$ cat config.mk
export PLATFORM = sky130hd
export DESIGN_NAME = piso_serializer
export DESIGN_NICKNAME = d
export VERILOG_FILES = /design/src/rtl/serializer_pkg.sv /design/src/rtl/ser_hold_buf.sv /design/src/rtl/piso_serializer.sv
export SDC_FILE = /design/constraint.sdc
export NUM_CORES = 1
export LEC_CHECK = 0
export CORE_UTILIZATION = 40
export CTS_CLUSTER_DIAMETER = 50
export DETAILED_ROUTE_END_ITERATION = 8
export MAX_ROUTING_LAYER = met4
export PLACE_DENSITY = 0.58
export SLEW_MARGIN = 20
export SYNTH_ARGS = -nofsm -noshare
export SYNTH_HDL_FRONTEND = slang
export SYNTH_SLANG_ARGS = --single-unit
$ cat constraint.sdc
create_clock -name clk -period 3.7 [get_ports clk]
set_clock_uncertainty 0.1 [all_clocks]
set_input_delay 0.74 -clock clk [delete_from_list [all_inputs] [get_ports clk]]
set_output_delay 0.74 -clock clk [all_outputs]
set_load 0.05 [all_outputs]
$ cat src/rtl/serializer_pkg.sv
// Shared state encodings for the parallel-in/serial-out serializer.
package serializer_pkg;

    localparam logic [1:0] ENC_IDLE   = 2'd0;
    localparam logic [1:0] ENC_SHIFT  = 2'd1;
    localparam logic [1:0] ENC_PARITY = 2'd2;

    typedef enum logic [1:0] {
        S_IDLE   = ENC_IDLE,
        S_SHIFT  = ENC_SHIFT,
        S_PARITY = ENC_PARITY
    } ser_state_e;

endpackage

$ cat src/rtl/ser_hold_buf.sv
// 1-deep holding register: captures on set, empties on clr (set wins), flush empties it outright.
// Zero-latency visibility on the following cycle; the producer sees full via vld.
module ser_hold_buf
    import serializer_pkg::*;
#(
    parameter int W = 33
) (
    input  logic         clk,
    input  logic         rst_b,
    input  logic         set,
    input  logic         clr,
    input  logic         flush,
    input  logic [W-1:0] d,
    output logic         vld,
    output logic [W-1:0] q
);

    logic         vld_q;
    logic [W-1:0] q_q;

    always_ff @(posedge clk) begin
        if (!rst_b || flush) begin
            vld_q <= 1'b0;
            q_q   <= '0;
        end else if (set) begin
            vld_q <= 1'b1;
            q_q   <= d;
        end else if (clr) begin
            vld_q <= 1'b0;
        end
    end

    assign vld = vld_q;
    assign q   = q_q;

endmodule

$ cat src/rtl/piso_serializer.sv
// PISO serializer with 1-deep input hold; first bit valid one cycle after acceptance, in_ready = hold empty.
// Optional trailing even-parity bit per word when SERIALIZER_PARITY_EN is defined.
module piso_serializer
    import serializer_pkg::*;
#(
    parameter int WIDTH = 32,
    parameter int CNT_W = $clog2(WIDTH + 1)
) (
    input  logic             clk,
    input  logic             rst_b,
    input  logic [WIDTH-1:0] in_data,
    input  logic             in_valid,
    output logic             in_ready,
    input  logic             msb_first,
    input  logic             shift_en,
    input  logic             clr,
    output logic             ser_out,
    output logic             ser_valid,
    output logic             word_done,
    output logic             busy
);

    localparam logic [CNT_W-1:0] LAST_CNT = CNT_W'(WIDTH - 1);

    logic             hold_vld;
    logic [WIDTH:0]   hold_q;
    logic             accept;
    logic             load;
    logic             at_last;
    logic             end_tick;

    ser_state_e       state_q, state_d;
    logic [WIDTH-1:0] sh_q, sh_d;
    logic [CNT_W-1:0] cnt_q, cnt_d;
    logic             order_q, order_d;
`ifdef SERIALIZER_PARITY_EN
    logic             par_q, par_d;
`endif

    assign accept  = in_valid && !hold_vld;
    assign at_last = (state_q == S_SHIFT) && (cnt_q == LAST_CNT);

`ifdef SERIALIZER_PARITY_EN
    assign end_tick = (state_q == S_PARITY) && shift_en;
`else
    assign end_tick = at_last && shift_en;
`endif

    // Reload straight from hold on the final consume keeps back-to-back words gap-free.
    assign load = hold_vld && ((state_q == S_IDLE) || end_tick);

    ser_hold_buf #(
        .W (WIDTH + 1)
    ) u_hold (
        .clk   (clk),
        .rst_b (rst_b),
        .set   (accept),
        .clr   (load),
        .flush (clr),
        .d     ({msb_first, in_data}),
        .vld   (hold_vld),
        .q     (hold_q)
    );

    always_comb begin
        state_d = state_q;
        sh_d    = sh_q;
        cnt_d   = cnt_q;
        order_d = order_q;
`ifdef SERIALIZER_PARITY_EN
        par_d   = par_q;
`endif
        if (load) begin
            state_d = S_SHIFT;
            sh_d    = hold_q[WIDTH-1:0];
            order_d = hold_q[WIDTH];
            cnt_d   = '0;
`ifdef SERIALIZER_PARITY_EN
            par_d   = ^hold_q[WIDTH-1:0];
`endif
        end else begin
            case (state_q)
                S_SHIFT: begin
                    if (shift_en) begin
                        sh_d = order_q ? {sh_q[WIDTH-2:0], 1'b0} : {1'b0, sh_q[WIDTH-1:1]};
                        if (at_last) begin
                            cnt_d = '0;
`ifdef SERIALIZER_PARITY_EN
                            state_d = S_PARITY;
`else
                            state_d = S_IDLE;
`endif
                        end else begin
                            cnt_d = cnt_q + 1'b1;
                        end
                    end
                end
`ifdef SERIALIZER_PARITY_EN
                S_PARITY: begin
                    if (shift_en) begin
                        state_d = S_IDLE;
                    end
                end
`endif
                default: ;
            endcase
        end
    end

    always_ff @(posedge clk) begin
        if (!rst_b || clr) begin
            state_q <= S_IDLE;
            sh_q    <= '0;
            cnt_q   <= '0;
            order_q <= 1'b0;
`ifdef SERIALIZER_PARITY_EN
            par_q   <= 1'b0;
`endif
        end else begin
            state_q <= state_d;
            sh_q    <= sh_d;
            cnt_q   <= cnt_d;
            order_q <= order_d;
`ifdef SERIALIZER_PARITY_EN
            par_q   <= par_d;
`endif
        end
    end

    always_comb begin
        ser_out = 1'b0;
        case (state_q)
            S_SHIFT:  ser_out = order_q ? sh_q[WIDTH-1] : sh_q[0];
`ifdef SERIALIZER_PARITY_EN
            S_PARITY: ser_out = par_q;
`endif
            default:  ser_out = 1'b0;
        endcase
    end

    assign ser_valid = (state_q != S_IDLE);
    assign word_done = end_tick;
    assign in_ready  = !hold_vld;
    assign busy      = (state_q != S_IDLE) || hold_vld;

endmodule

==> results of run 1 <==
-- routing by layer --
metal / up-vias / GRT usage (%)
met4: 0 / 5.00
met1: 1268 / 20.8
met3: 5 / 5.42
li1: 1454 / -
met2: 42 / 29.1
met5: - / -
-- cell families (layout without fill, tap and decap cells) --
logic type,count (synthesis),after routing,share of synthesized area [%]
xor+xnor,3,3,0.798
compound gates,106,106,20.0
buf+inv,33,65,4.29
flops,74,74,45.0
mux,31,31,9.42
simple gates,162,162,20.1
fa+ha+maj,1,1,0.380
-- final cells by class --
cell class,count,area [um2],share of cell area [%]
clock buffers,10,128,3.21
repair buffers,48,475,12.0
multi-input cells,303,1690,42.5
well taps,102,128,3.21
inverters,1,3.75,0.0945
clock inverters,6,67.6,1.70
flip-flops and latches,74,1480,37.3
-- layout by cell type (no fill, tap or decap), drive strengths merged --
cell / instances
and4b: 1
nand2: 103
xor2: 2
clkdlybuf4s50: 41
a211o: 30
nor2: 37
and2: 1
o22ai: 1
xnor2: 1
bufinv: 1
nor3: 1
clkinvlp: 2
nand4b: 1
mux2i: 31
dfxtp: 74
nor2b: 3
o31ai: 2
a21oi: 69
nand3: 8
o21ai: 3
nand2b: 2
inv: 1
nor3b: 1
a211oi: 1
or4b: 1
and3: 1
clkinv: 3
buf: 7
ha: 1
clkbuf: 10
or2: 1
nand4: 1
-- worst max-delay path, cell delays in order --
cell and delay, ns:
clkdlybuf4s50_1 0.55, nand3_1 0.17, nor2_1 0.19, buf_4 0.22
-- sequential cells by signal (all words and copies together), names as in the netlist --
name and flops:
u_hold.vld 1, state_q 1, sh_q 32, u_hold.q 33, cnt_q 6, order_q 1
-- report_power, final --
| part | leakage [nW] | internal, mW | switching, mW |
|---|---|---|---|
| clock | 0.0925 | 0.313 | 0.304 |
| sequential | 0.600 | 0.811 | 0.00948 |
| combinational | 0.509 | 0.0632 | 0.0706 |
-- path summary, 6_finish.rpt --
kind,from,cells after the start,slack (ns),end
setup / recovery,shift_en,4,0.99,word_done
hold / removal,u_hold.q[26],2,0.35,sh_q[26]
setup reg to reg,state_q[0],5,1.80,sh_q[6]
hold reg to reg,u_hold.q[26],2,0.35,sh_q[26]
-- stage by stage --
stage | setup WS [ns] | cells | instance area, um2 | hold WS (ns) | total power, mW
after floorplan | 1.17 | 410 | 3290 | 0.332 | 0.911
after global placement | 1.01 | 528 | 3770 | 0.343 | 0.974
after detailed placement | 0.997 | 528 | 3780 | 0.344 | 0.975
after CTS | 0.959 | 544 | 3970 | 0.355 | 1.59
after global routing | 0.902 | 544 | 3970 | 0.372 | 1.65
final | 0.995 | 544 | 3970 | 0.353 | 1.57
==> metrics.txt, run 1 <==
status completed; Syn Inst Count 410; Tmin final 2.71 ns; ANT nets after route 0; most frequent cell after synthesis nand2_1; list of most frequent post-synthesis cells 103 x nand2_1, 74 x dfxtp_1, 69 x a21oi_1, 37 x nor2_1, 31 x mux2i_1; synth warn 0; post-CTS setup buffer count 0; Critical Path End Type output pin; Synth Register Bits 74; Peak supply drop 257 uV; CTS tree built; initial antenna violation count 0; Die Span Y 92.7 um; clock sinks 74; PwrDens 396 nW/um2; CTS Buffer Depth 2; Worst-Skew Late Latency 0.35 ns; Placer Congestion 0.756; Worst Max-Slew Pin Slew 0.679 ns; CP max FO 5; Final nets 476; met2 wire len 3180 um; # fillers 810; Core Util, Final 50.6%; via count of the routed design 2769; FMAX 370 MHz; MaxCap Viol Count 0; Post-Route WL 6630 um; Syn Area/Cell 8.03 um2; Hold WC Path Type register to register; DR WL met3 224 um; uppermost routed layer met4; # IOs 43; largest net degree at the start of global routing 64; initial DRC count 91; synthesized net count 449; Critical Path AT 1.87 ns; Startpoint Class input pin; cell row count 32; vias in the first global route 2608; die width 92.7 um; hold buffer count at cts 0; starting density of the core 42.0%; Final TNS setup 0 ns; Static Leak 1.20 nW; share of cells above drive strength 1 6.56%; Detail Placement HPWL 4140 um; CTS buffer count 9; global route overflow 0; final setup violation count 0; Via-to-Cell Ratio 5.09; crit share post-route 73.1%; WL met1 3160 um; Yosys top cell area share 45.0%; DIE AREA 8600 um2; top post-synthesis cells by area dfxtp_1 45%, nand2_1 12%, a21oi_1 10%; mapped cell area 3290 um2; synth-to-layout area growth 20.6%; first drt pass iteration count 5; Final Max Tran Viols 0; root buffer cell clkbuf_8; CP Class input pin to output pin; number of flops mapped to enable cells by yosys 0; antenna fix cells 0; core area 7850 um2; post_cts resized 0; Slew HR 54.5%; unrepaired setup endpoints after global routing false; clk slew on worst S/H paths 0.08 ns; sequential share of the synthesized area 45.0%; Fin. Hold Viols 0; # DRC 0; GRT Util Overall 17.7%; Yosys cell types 30; H-tree depth 3; first-pass GRT wire length 11700 um; critical path required time 2.86 ns; post-synth top area cell dfxtp_1; I/O Buffers 42; ys flop type dfxtp_1; wire length per cell 12.2 um; asr flop ratio synth 0%
Power figures use the tool's default switching activity.
==> run 2: changes to the inputs <==
- clock period: 3.7 -> 2.6 ns (I/O delays scaled with it)
==> metrics.txt, run 2 (synthesized netlist as in run 1, its figures left out) <==
status completed; vias in the first global route 2538 (-2.7%); starting density of the core 42.0% (unchanged); post-CTS setup buffer count 0 (unchanged); first drt pass iteration count 7 (+2); initial antenna violation count 0 (unchanged); Critical Path AT 1.69 ns (-0.18 ns); GRT Util Overall 17.6% (-0.098 points); Peak supply drop 323 uV (+26%); CP max FO 5 (unchanged); unrepaired setup endpoints after global routing false; clk slew on worst S/H paths 0.07 ns (about the same); Post-Layout Inst Area 4080 um2 (+2.6%); ANT nets after route 0 (unchanged); initial DRC count 135 (+48%); Worst R2R Setup Slack 0.84 ns (-0.96 ns); most frequent cells in the layout 103 x nand2_1, 73 x dfxtp_1, 69 x a21oi_1, 40 x clkdlybuf4s50_1, 37 x nor2_1; die width 92.7 um (unchanged); # fillers 807 (-0.37%); antenna fix cells 0 (unchanged); Tmin final 2.31 ns; max FFs per register 33 (unchanged); Post-Route WL 6700 um (+1.1%); clock sinks 74 (unchanged); Final TNS setup 0 ns (unchanged); PwrDens 569 nW/um2 (+44%); final setup violation count 0 (unchanged); # DRC 0 (unchanged); FMAX 434 MHz; Final Max Tran Viols 0 (unchanged); Final nets 482 (+1.3%); hold buffer count at cts 0 (unchanged); DP Area 3870 um2 (+2.4%); H-tree depth 3 (unchanged); CTS buffer count 9 (unchanged); DIE AREA 8600 um2 (unchanged); crit share post-route 88.7%; post_cts resized 0 (unchanged); I/O Buffers 42 (unchanged); root buffer cell clkbuf_8; cell row count 32 (unchanged); Static Leak 1.26 nW (+4.8%); Detail Placement HPWL 4320 um (+4.2%); CTS Buffer Depth 2 (unchanged); MaxCap Viol Count 0 (unchanged); global route overflow 0 (unchanged); Critical Path End Type output pin; Via-to-Cell Ratio 5.01 (-1.5%); CTS tree built; # IOs 43 (unchanged); Fin. Hold Viols 0 (unchanged); synth-to-layout area growth 23.8%; Placer Congestion 0.729 (-3.6%); Startpoint Class input pin; share of cells above drive strength 1 7.59% (+1.0 points); first-pass GRT wire length 11700 um (-0.41%); critical path required time 1.98 ns (-0.88 ns); CP Class input pin to output pin; most common cell after layout, fill and taps aside nand2_1; Tot Pwr 2.32 mW (+47%); largest net degree at the start of global routing 64 (unchanged); Worst-Skew Late Latency 0.34 ns (about the same); via count of the routed design 2758 (-0.40%); Die Span Y 92.7 um (unchanged); Worst Max-Slew Pin Slew 0.491 ns (-0.187 ns); wire length per cell 12.2 um (about the same); core area 7850 um2 (unchanged); Slew HR 67.1% (+13 points); Hold WC Path Type register to register
[run 2: power by group]
part / switching (mW) / internal, mW
registers: 0.0124 / 1.15
clock network: 0.410 / 0.540
logic: 0.103 / 0.0982
[run 2: layout make-up]
| type | count | area (um2) | share of cell area [%] |
|---|---|---|---|
| timing repair buffer | 54 | 568 | 13.9 |
| clock buffer | 11 | 131 | 3.22 |
| tap | 102 | 128 | 3.13 |
| inverter | 1 | 3.75 | 0.0921 |
| multi-input combinational | 303 | 1680 | 41.3 |
| sequential | 74 | 1480 | 36.4 |
| clock inverter | 5 | 78.8 | 1.93 |
[run 2: worst max-delay path, cell delays in order]
cell and delay [ns]:
clkdlybuf4s50_1 0.56, nand3_1 0.16, nor2_1 0.27, buf_12 0.18
[run 2: layer usage]
metal / wire [um] / share of wire (%) / vias up / track usage [%]
met5: 0 / 0 / - / -
met4: 53 / 0.79 / 0 / 3.85
met3: 229 / 3.4 / 8 / 5.99
met2: 3150 / 47 / 36 / 27.5
met1: 3270 / 49 / 1251 / 21.9
li1: - / - / 1463 / -
[run 2: final timing paths]
check | start | endpoint | cells after the start
setup / recovery | shift_en | word_done | 4
hold / removal | u_hold.q[30] | sh_q[30] | 2
hold reg to reg | u_hold.q[30] | sh_q[30] | 2
setup reg to reg | order_q | sh_q[18] | 4
[run 2: per-stage QoR]
step	util (%)	setup slack [ns]	hold WS (ns)	instances
floorplan	-	0.289	0.332	410
global placement	49.3	0.339	0.342	534
detailed placement	49.3	0.294	0.346	534
CTS	51.9	0.277	0.357	550
global route	51.9	0.213	0.366	550
finish	51.9	0.295	0.353	550
==> run 3: changes to the inputs <==
- ABC_AREA: unset -> 1
- PLACE_DENSITY: 0.58 -> 0.57
==> metrics.txt, run 3 <==
Critical Path End Type output pin; Internal 1.59 mW (-11%); Worst Max-Slew Pin Slew 0.824 ns (+0.332 ns); Tot Pwr 2.17 mW (-6.3%); Detail Placement HPWL 5240 um (+21%); Critical Path AT 1.53 ns (-0.16 ns); share of cells above drive strength 1 6.99% (-0.60 points); post_cts resized 0 (unchanged); asr flop ratio synth 0% (unchanged); most frequent cells in the layout 109 x nand2_1, 92 x nor2_1, 74 x dfxtp_1, 66 x nand3_1, 58 x inv_1; Syn Inst Count 537 (+31%); PwrDens 512 nW/um2 (-9.9%); CTS Buffer Depth 2 (unchanged); crit share post-route 82.6% (-6.1 points); wire length per cell 12.1 um (-1.0%); clock share of power 36.3% (-4.7 points); synthesized net count 576 (+28%); post-CTS setup buffer count 0 (unchanged); Slew HR 45.0% (-22 points); Seq pwr share 54.1% (+3.8 points); largest net degree at the start of global routing 35 (-45%); status complete, but fails checks; Die Span Y 97.9 um (+5.6%); via count of the routed design 3356 (+22%); GR peak layer met2; post-synth top area cell dfxtp_1; CP Class input pin to output pin; Peak supply drop 253 uV (-22%); # DRC 3 (+3); hold buffer count at cts 0 (unchanged); die width 97.9 um (+5.6%); critical path required time 1.98 ns (about the same); initial DRC count 132 (-2.2%); Tmin final 2.15 ns (-0.158 ns); max FFs per register 33 (unchanged); Syn Area/Cell 6.86 um2 (-15%); Comb pwr share 9.6% (+0.9 points); M2 GR Usage 32.3% (+4.8 points); synth-to-layout area growth 15.2%; global route overflow 0 (unchanged); CTS buffer count 9 (unchanged); Static Leak 1.82 nW (+44%); Final TNS setup 0 ns (unchanged); initial antenna violation count 0 (unchanged); # fillers 897 (+11%); Hold WC Path Type register to register; list of most frequent post-synthesis cells 109 x nand2_1, 93 x nor2_1, 74 x dfxtp_1, 66 x nand3_1, 58 x inv_1; Final Max Tran Viols 0 (unchanged); top post-synthesis cells by area dfxtp_1 40%, nand2_1 11%, nor2_1 9.5%; most frequent cell after synthesis nand2_1; # IOs 43 (unchanged); failing checks DRC; Post-Route WL 8200 um (+22%); Worst-Skew Late Latency 0.35 ns (about the same); number of flops mapped to enable cells by yosys 0 (unchanged); Yosys top cell area share 40.2% (-4.8 points); sequential share of the synthesized area 40.2% (-4.8 points); DIE AREA 9590 um2 (+12%); ys flop type dfxtp_1; net switching power 0.578 mW (+10%); Fin. Hold Viols 0 (unchanged); vias in the first global route 3257 (+28%); grt met1 use 23.0% (+1.1 points); H-tree depth 3 (unchanged); root buffer cell clkbuf_8; CTS tree built; Via-to-Cell Ratio 4.94 (-1.6%); Switching Share 26.6% (+3.9 points); antenna fix cells 0 (unchanged); Startpoint Class input pin; FMAX 466 MHz (+7.3%); core area 8810 um2 (+12%); Hold Path Depth 2 (unchanged); GRT Util Overall 19.7% (+2.2 points); synth warn 0 (unchanged); met3 usage 4.94% (-1.1 points); reg2reg path depth 7 (+3); clock sinks 74 (unchanged); Placer Congestion 0.773 (+6.0%); clk slew on worst S/H paths 0.09 ns (+0.02 ns); cell row count 34 (+6.3%); mapped cell area 3680 um2 (+12%); most common cell after layout, fill and taps aside nand2_1; Synth Register Bits 74 (unchanged); unrepaired setup endpoints after global routing false; final setup violation count 0 (unchanged); Yosys cell types 26 (-13%); Final nets 606 (+26%); first-pass GRT wire length 14900 um (+28%); CP max FO 2 (-3); starting density of the core 41.8% (-0.15 points); I/O Buffers 42 (unchanged); MaxCap Viol Count 0 (unchanged); first drt pass iteration count 6 (-1); ANT nets after route 0 (unchanged)
run 3: changes by cell type in the layout (fill, tap and decap cells not counted), sizes merged, moves of 30 or more:
cell   change
a211o     -30
a21oi     -47
o21ai     +49
inv       +58
nand3     +59
nor2      +56
mux2i     -30
run 3: worst paths after layout:
kind / start / to / slack (ns)
setup reg to reg: order_q / sh_q[6] / 0.70
hold / removal: cnt_q[5] / cnt_q[5] / 0.40
hold reg to reg: cnt_q[5] / cnt_q[5] / 0.40
setup / recovery: shift_en / word_done / 0.45
run 3: worst max-delay path: stages:
cell and delay (ns):
clkdlybuf4s50_1 0.50, nand2_2 0.07, inv_2 0.06, nand3_2 0.08, inv_1 0.14, buf_12 0.15
run 3: layout make-up:
cell class / instances / area [um2] / share of cell area, %
clock buffer: 9 / 124 / 2.92
clock inverter: 7 / 46.3 / 1.09
inverter: 59 / 221 / 5.22
multi-input combinational: 368 / 1670 / 39.5
sequential: 74 / 1480 / 34.9
tap: 108 / 135 / 3.19
timing repair buffer: 55 / 558 / 13.2
run 3: kinds of logic (layout without fill, tap and decap cells):
| group | count (synthesis) | in the layout | share of synthesized area [%] |
|---|---|---|---|
| buffers and inverters | 95 | 130 | 14.6 |
| DFF | 74 | 74 | 40.2 |
| xor gates and xnor gates | 2 | 2 | 0.476 |
| adders and majority gates | 1 | 1 | 0.340 |
| muxes | 1 | 1 | 0.272 |
| and+or+nand+nor | 275 | 275 | 31.0 |
| AOI/OAI and AO/OA | 89 | 89 | 13.1 |
run 3: per-layer routing:
layer	share of wire, %	vias up
met4	1.4	0
met1	48	1513
met2	46	70
li1	-	1765
met3	4.7	8
met5	0	-
run 3: power by group through the flow:
stage	sequential [mW]	combinational [mW]	clock, mW
6_report	1.17	0.209	0.788
3_3_place_gp	1.20	0.211	0
4_1_cts	1.17	0.213	0.816
3_5_place_dp	1.20	0.212	0
2_1_floorplan	1.20	0.132	0
5_1_grt	1.18	0.237	0.873
run 3: per-stage QoR:
step	std cells	cell area, um2	worst slack (ns)	util [%]	hold slack, ns
finish	680	4240	0.452	48.2	0.399
global route	680	4240	0.369	48.2	0.464
CTS	680	4240	0.436	48.2	0.409
detailed placement	664	4070	0.417	46.2	0.397
global placement	664	4070	0.441	46.2	0.378
floorplan	537	3680	0.295	-	0.356
==> edit 1 (settings of run 3) <==
Set the parameter `WIDTH` to 64 (it was 32).
--- a/src/rtl/piso_serializer.sv
+++ b/src/rtl/piso_serializer.sv
@@ -5,3 +5,3 @@
 #(
-    parameter int WIDTH = 32,
+    parameter int WIDTH = 64,
     parameter int CNT_W = $clog2(WIDTH + 1)
Ports: changed (resized in_data); port bits go from 43 to 75. The function was not compared with the original's and may differ.
==> edit 1 against run 3 <==
Total power rose to 2.5 times the old value; setup slack got worse by 300 ps; sequential share of layout area is 1.8 points lower; synthesized cell count up 99%; utilization is 2.7 points higher; design area up 98%; first-iteration DRC count rose to 3.6 times the old value; area after synthesis rose by 84%; the flow still finishes with violations (DRC); die area grew 82%; sequential power up 93%; highest routed layer unchanged; sequential cell count up 65; critical endpoint is now ser_valid; routed wire length increased by 91%.
==> edit 1: results (changes against run 3) <==
- Status: complete, but fails checks
- Failing checks: DRC
- Fin Hold WS: 357 ps (-42.9 ps)
- Yosys cell types: 19 (-27%)
- VDD IR-drop max: 0.487 mV (+92%)
- R2R cell count: 6 (-1)
- Hold EP: cnt_q[6]$_SDFFE_PP0P_
- Vias in the first global route: 5948 (+83%)
- Nets@finish: 1172 (+93%)
- Pin count of the biggest net entering global routing: 87 (+150%)
- GRT Total Usage: 19.9% (+0.22 points)
- Port Buf Inserts: 74 (+76%)
- Min-Delay Startpoint: cnt_q[6]$_SDFFE_PP0P_
- Post-DP HPWL: 9680 um (+85%)
- DRC errors left: 2 (-1)
- Commonest cells in the synthesized netlist: nor2_1, nand2_1, inv_1
- Least-Margin Pin Slew: 502 ps (-322 ps)
- Fillers: 1707 (+90%)
- Num CTS Buffers: 17 (+8)
- DR WL/cell: 11.7 um (-2.7%)
- DR vias/cell: 4.69 (-4.9%)
- Initial DRC count: 481 (+260%)
- Multi-input gate area: 3060 um2 (+83%)
- Register area share after synthesis: 41.1% (+0.90 points)
- Number of H-tree levels: 4 (+1)
- Mean post-synth cell area: 6.34 um2 (-7.5%)
- Root Buffer: clkbuf_16
- Arrival time at the worst endpoint: 1830 ps (+300 ps)
- RD Place Congestion: 0.756 (-2.1%)
- DR vias: 6260 (+87%)
- CP max FO: 7 (+5)
- RR Endpoint: sh_q[4]$_SDFFE_PP0P_
- CP max stage delay: 870 ps (+370 ps)
- RR Startpoint: u_hold.vld$_SDFFE_PP0P_
- Share of cells above drive strength 1: 5.92% (-1.1 points)
- Skew-Pair Late Insertion Delay: 420 ps (+70 ps)
- Cell total after placement: 1302 (+96%)
- Area contributors post-synth: dfxtp_1, o21ai_0, nor2_1
## edit 1: worst max path at each step
stage	from	to	slack [ps]	cells past startpoint
6_report	state_q[0]$_SDFFE_PP0P_	ser_valid	150	1
5_1_grt	state_q[0]$_SDFFE_PP0P_	ser_valid	110	1
4_1_cts	state_q[0]$_SDFFE_PP0P_	ser_valid	140	1
3_5_place_dp	shift_en	u_hold.vld$_SDFFE_PP0P_	420	7
3_3_place_gp	shift_en	u_hold.vld$_SDFFE_PP0P_	410	7
2_1_floorplan	order_q$_SDFFE_PP0P_	ser_out	150	5
## edit 1: report_power, final
| group | switching (W) | internal [W] | leakage (nW) | total, W |
|---|---|---|---|---|
| Combinational | 0.000276 | 0.000221 | 2.54 | 0.000497 |
| Sequential | 0.0000481 | 0.00221 | 1.13 | 0.00226 |
| Clock | 0.000906 | 0.00180 | 0.325 | 0.00271 |
| Total | 0.00123 | 0.00423 | 4.00 | 0.00546 |
## edit 1: layer usage
layer / share of wire, % / vias up / GRT usage [%] / wire (um)
met3: 2.8 / 11 / 4.42 / 446
li1: - / 3391 / - / -
met1: 51 / 2775 / 25.4 / 8050
met2: 45 / 83 / 31.5 / 7030
met5: 0 / - / - / 0
met4: 0.84 / 0 / 6.01 / 131
## edit 1: kinds of logic after synthesis
| family | share of synthesized area [%] |
|---|---|
| AO/OA/AOI/OAI | 14.8 |
| buffers and inverters | 14.0 |
| adder cells (fa/ha/maj) | 0.185 |
| multiplexers | 0.333 |
| flip-flops | 41.1 |
| XOR/XNOR | 0.518 |
| AND/OR/NAND/NOR | 29.0 |
## edit 1: layout make-up
cell class | count | area share (%)
clock buffers | 21 | 5.72
clock inverters | 11 | 2.25
repair buffers | 93 | 11.7
flip-flops and latches | 139 | 33.2
well taps | 220 | 3.27
multi-input cells | 684 | 36.5
inverters | 166 | 7.41
==> edit 2 (flow settings as in run 3) <==
Without the edit above. One comparison of `cnt_q` changes from == to >=.
--- a/src/rtl/piso_serializer.sv
+++ b/src/rtl/piso_serializer.sv
@@ -40,3 +40,3 @@
     assign accept  = in_valid && !hold_vld;
-    assign at_last = (state_q == S_SHIFT) && (cnt_q == LAST_CNT);
+    assign at_last = (state_q == S_SHIFT) && (cnt_q >= LAST_CNT);
 
Function: no difference found for any inputs over 10 cycles, from zero or initial values; that may be too few to reach the edited logic, so the function may still have changed.
==> edit 2 against run 3 <==
Die area shrank 5.3%; total power grew 8.5%; sequential cell count is the same; setup slack lost 310 ps; largest power group unchanged; first-iteration DRC count shrank 24%; routed wire length grew 2.6%; design area shrank 1.2%; sequential share of layout area grew 0.41 points; combinational power grew 26%; area after synthesis shrank 5.4%.
==> edit 2: results (changes against run 3) <==
- Status: completed
- Leakage power: 1.71 nW (-5.8%)
- Commonest cells in the synthesized netlist: nand2_1, nand3_1, dfxtp_1
- Min-Delay Startpoint: u_hold.q[4]$_SDFFE_PP0P_
- Yosys warns: 0 (unchanged)
- RD Place Congestion: 0.817 (+5.8%)
- CP max FO: 8 (+6)
- Arrival time at the worst endpoint: 1840 ps (+310 ps)
- Post-Synth XOR/XNOR Area: 0.503% (+0.027 points)
- DR vias/cell: 5.02 (+1.7%)
- GRT Total Usage: 21.3% (+1.6 points)
- Final cell count without fillers: 638 (-6.2%)
- Crit path max-delay family: buffers and inverters
- Share of cells above drive strength 1: 8.63% (+1.6 points)
- First-pass GRT wire length: 14500 um (-2.8%)
- Least-Margin Pin Slew: 642 ps (-182 ps)
- Clock Path Buffers: 2 (unchanged)
- Number of H-tree levels: 3 (unchanged)
- Vias in the first global route: 3033 (-6.9%)
- Start point of the critical path: state_q[0]$_SDFFE_PP0P_
- Post-DP HPWL: 5610 um (+7.2%)
- Hold Crit Depth: 2 (unchanged)
- Nets@finish: 567 (-6.4%)
- Setup Fix Bufs, Post-CTS: 0 (unchanged)
- Reg2reg setup slack: 490 ps (-210 ps)
- Cell total after placement: 622 (-6.3%)
- Mean post-synth cell area: 6.96 um2 (+1.6%)
- Fillers: 863 (-3.8%)
- Yosys cell types: 25 (-3.8%)
- Root Buffer: clkbuf_8
- RR Endpoint: sh_q[27]$_SDFFE_PP0P_
- DR WL/cell: 13.2 um (+9.3%)
- Hold EP: u_hold.q[4]$_SDFFE_PP0P_
- CP max stage delay: 890 ps (+390 ps)
- Area contributors post-synth: dfxtp_1, nand3_1, nand2_1
- Register area share after synthesis: 42.5% (+2.3 points)
- Synth Area in Compound Gates: 12.6% (-0.50 points)
- Synth async-reset ratio: 0% (unchanged)
- Area after DPL: 3990 um2 (-1.9%)
- R2R cell count: 8 (+1)
- Pin count of the biggest net entering global routing: 48 (+37%)
- Slowest stage cell, crit path: clkdlybuf4s50_1
- Syn_nets: 539 (-6.4%)
- RR Startpoint: state_q[0]$_SDFFE_PP0P_
- Initial DRC count: 100 (-24%)
- Synth Area in Adders: 0.359% (+0.020 points)
- VDD IR-drop max: 0.344 mV (+36%)
- Mux cell area share after synthesis: 3.74% (+3.5 points)
- DR pass1 iterations: 4 (-2)
edit 2: cell types whose count changed after synthesis, moves of 6 or more:
cell and delta:
clkbuf_1 +11, mux2i_1 +12, a211oi_1 -14, inv_1 -6
a21oi_1 +13, clkbuf_8 -13, nor2_1 -43, nand2_1 -25
nand3_1 +18, or2_2 +8
edit 2: layout make-up:
type / count / area, um2 / area share (%)
multi-input combinational: 338 / 1640 / 39.2
sequential: 74 / 1480 / 35.3
timing repair buffer: 52 / 536 / 12.8
inverter: 53 / 199 / 4.75
tap: 105 / 131 / 3.13
clock buffer: 9 / 124 / 2.96
clock inverter: 7 / 76.3 / 1.82
edit 2: cells by family after synthesis:
group | count (synthesis)
fa+ha+maj | 1
xor+xnor | 2
mux | 13
compound gates | 87
flops | 74
buf+inv | 88
simple gates | 235
edit 2: how the worst max path moves through the flow:
stage,endpoint,slack [ps],cells past startpoint
after floorplan,ser_out,360,2
after global placement,cnt_q[2]$_SDFFE_PP0P_,250,8
after detailed placement,cnt_q[2]$_SDFFE_PP0P_,140,8
after CTS,ser_valid,130,1
after global routing,ser_valid,80,1
final,ser_valid,140,1
edit 2: where the power goes:
part | switching [W] | internal (W)
Sequential | 0.0000195 | 0.00117
Combinational | 0.000147 | 0.000117
Clock | 0.000456 | 0.000449
Total | 0.000623 | 0.00173
edit 2: layer usage:
layer,global-route usage (%),share of wire [%]
met4,6.82,1.8
met1,28.1,50
met2,31.9,46
met5,-,0
met3,5.26,3.1
edit 2: per-stage QoR:
stage / worst slack [ps] / hold slack, ps / power (W)
2_1_floorplan: 364 / 330 / 0.00137
3_3_place_gp: 252 / 349 / 0.00148
3_5_place_dp: 145 / 352 / 0.00148
4_1_cts: 134 / 365 / 0.00239
5_1_grt: 82.7 / 372 / 0.00247
6_report: 144 / 360 / 0.00236
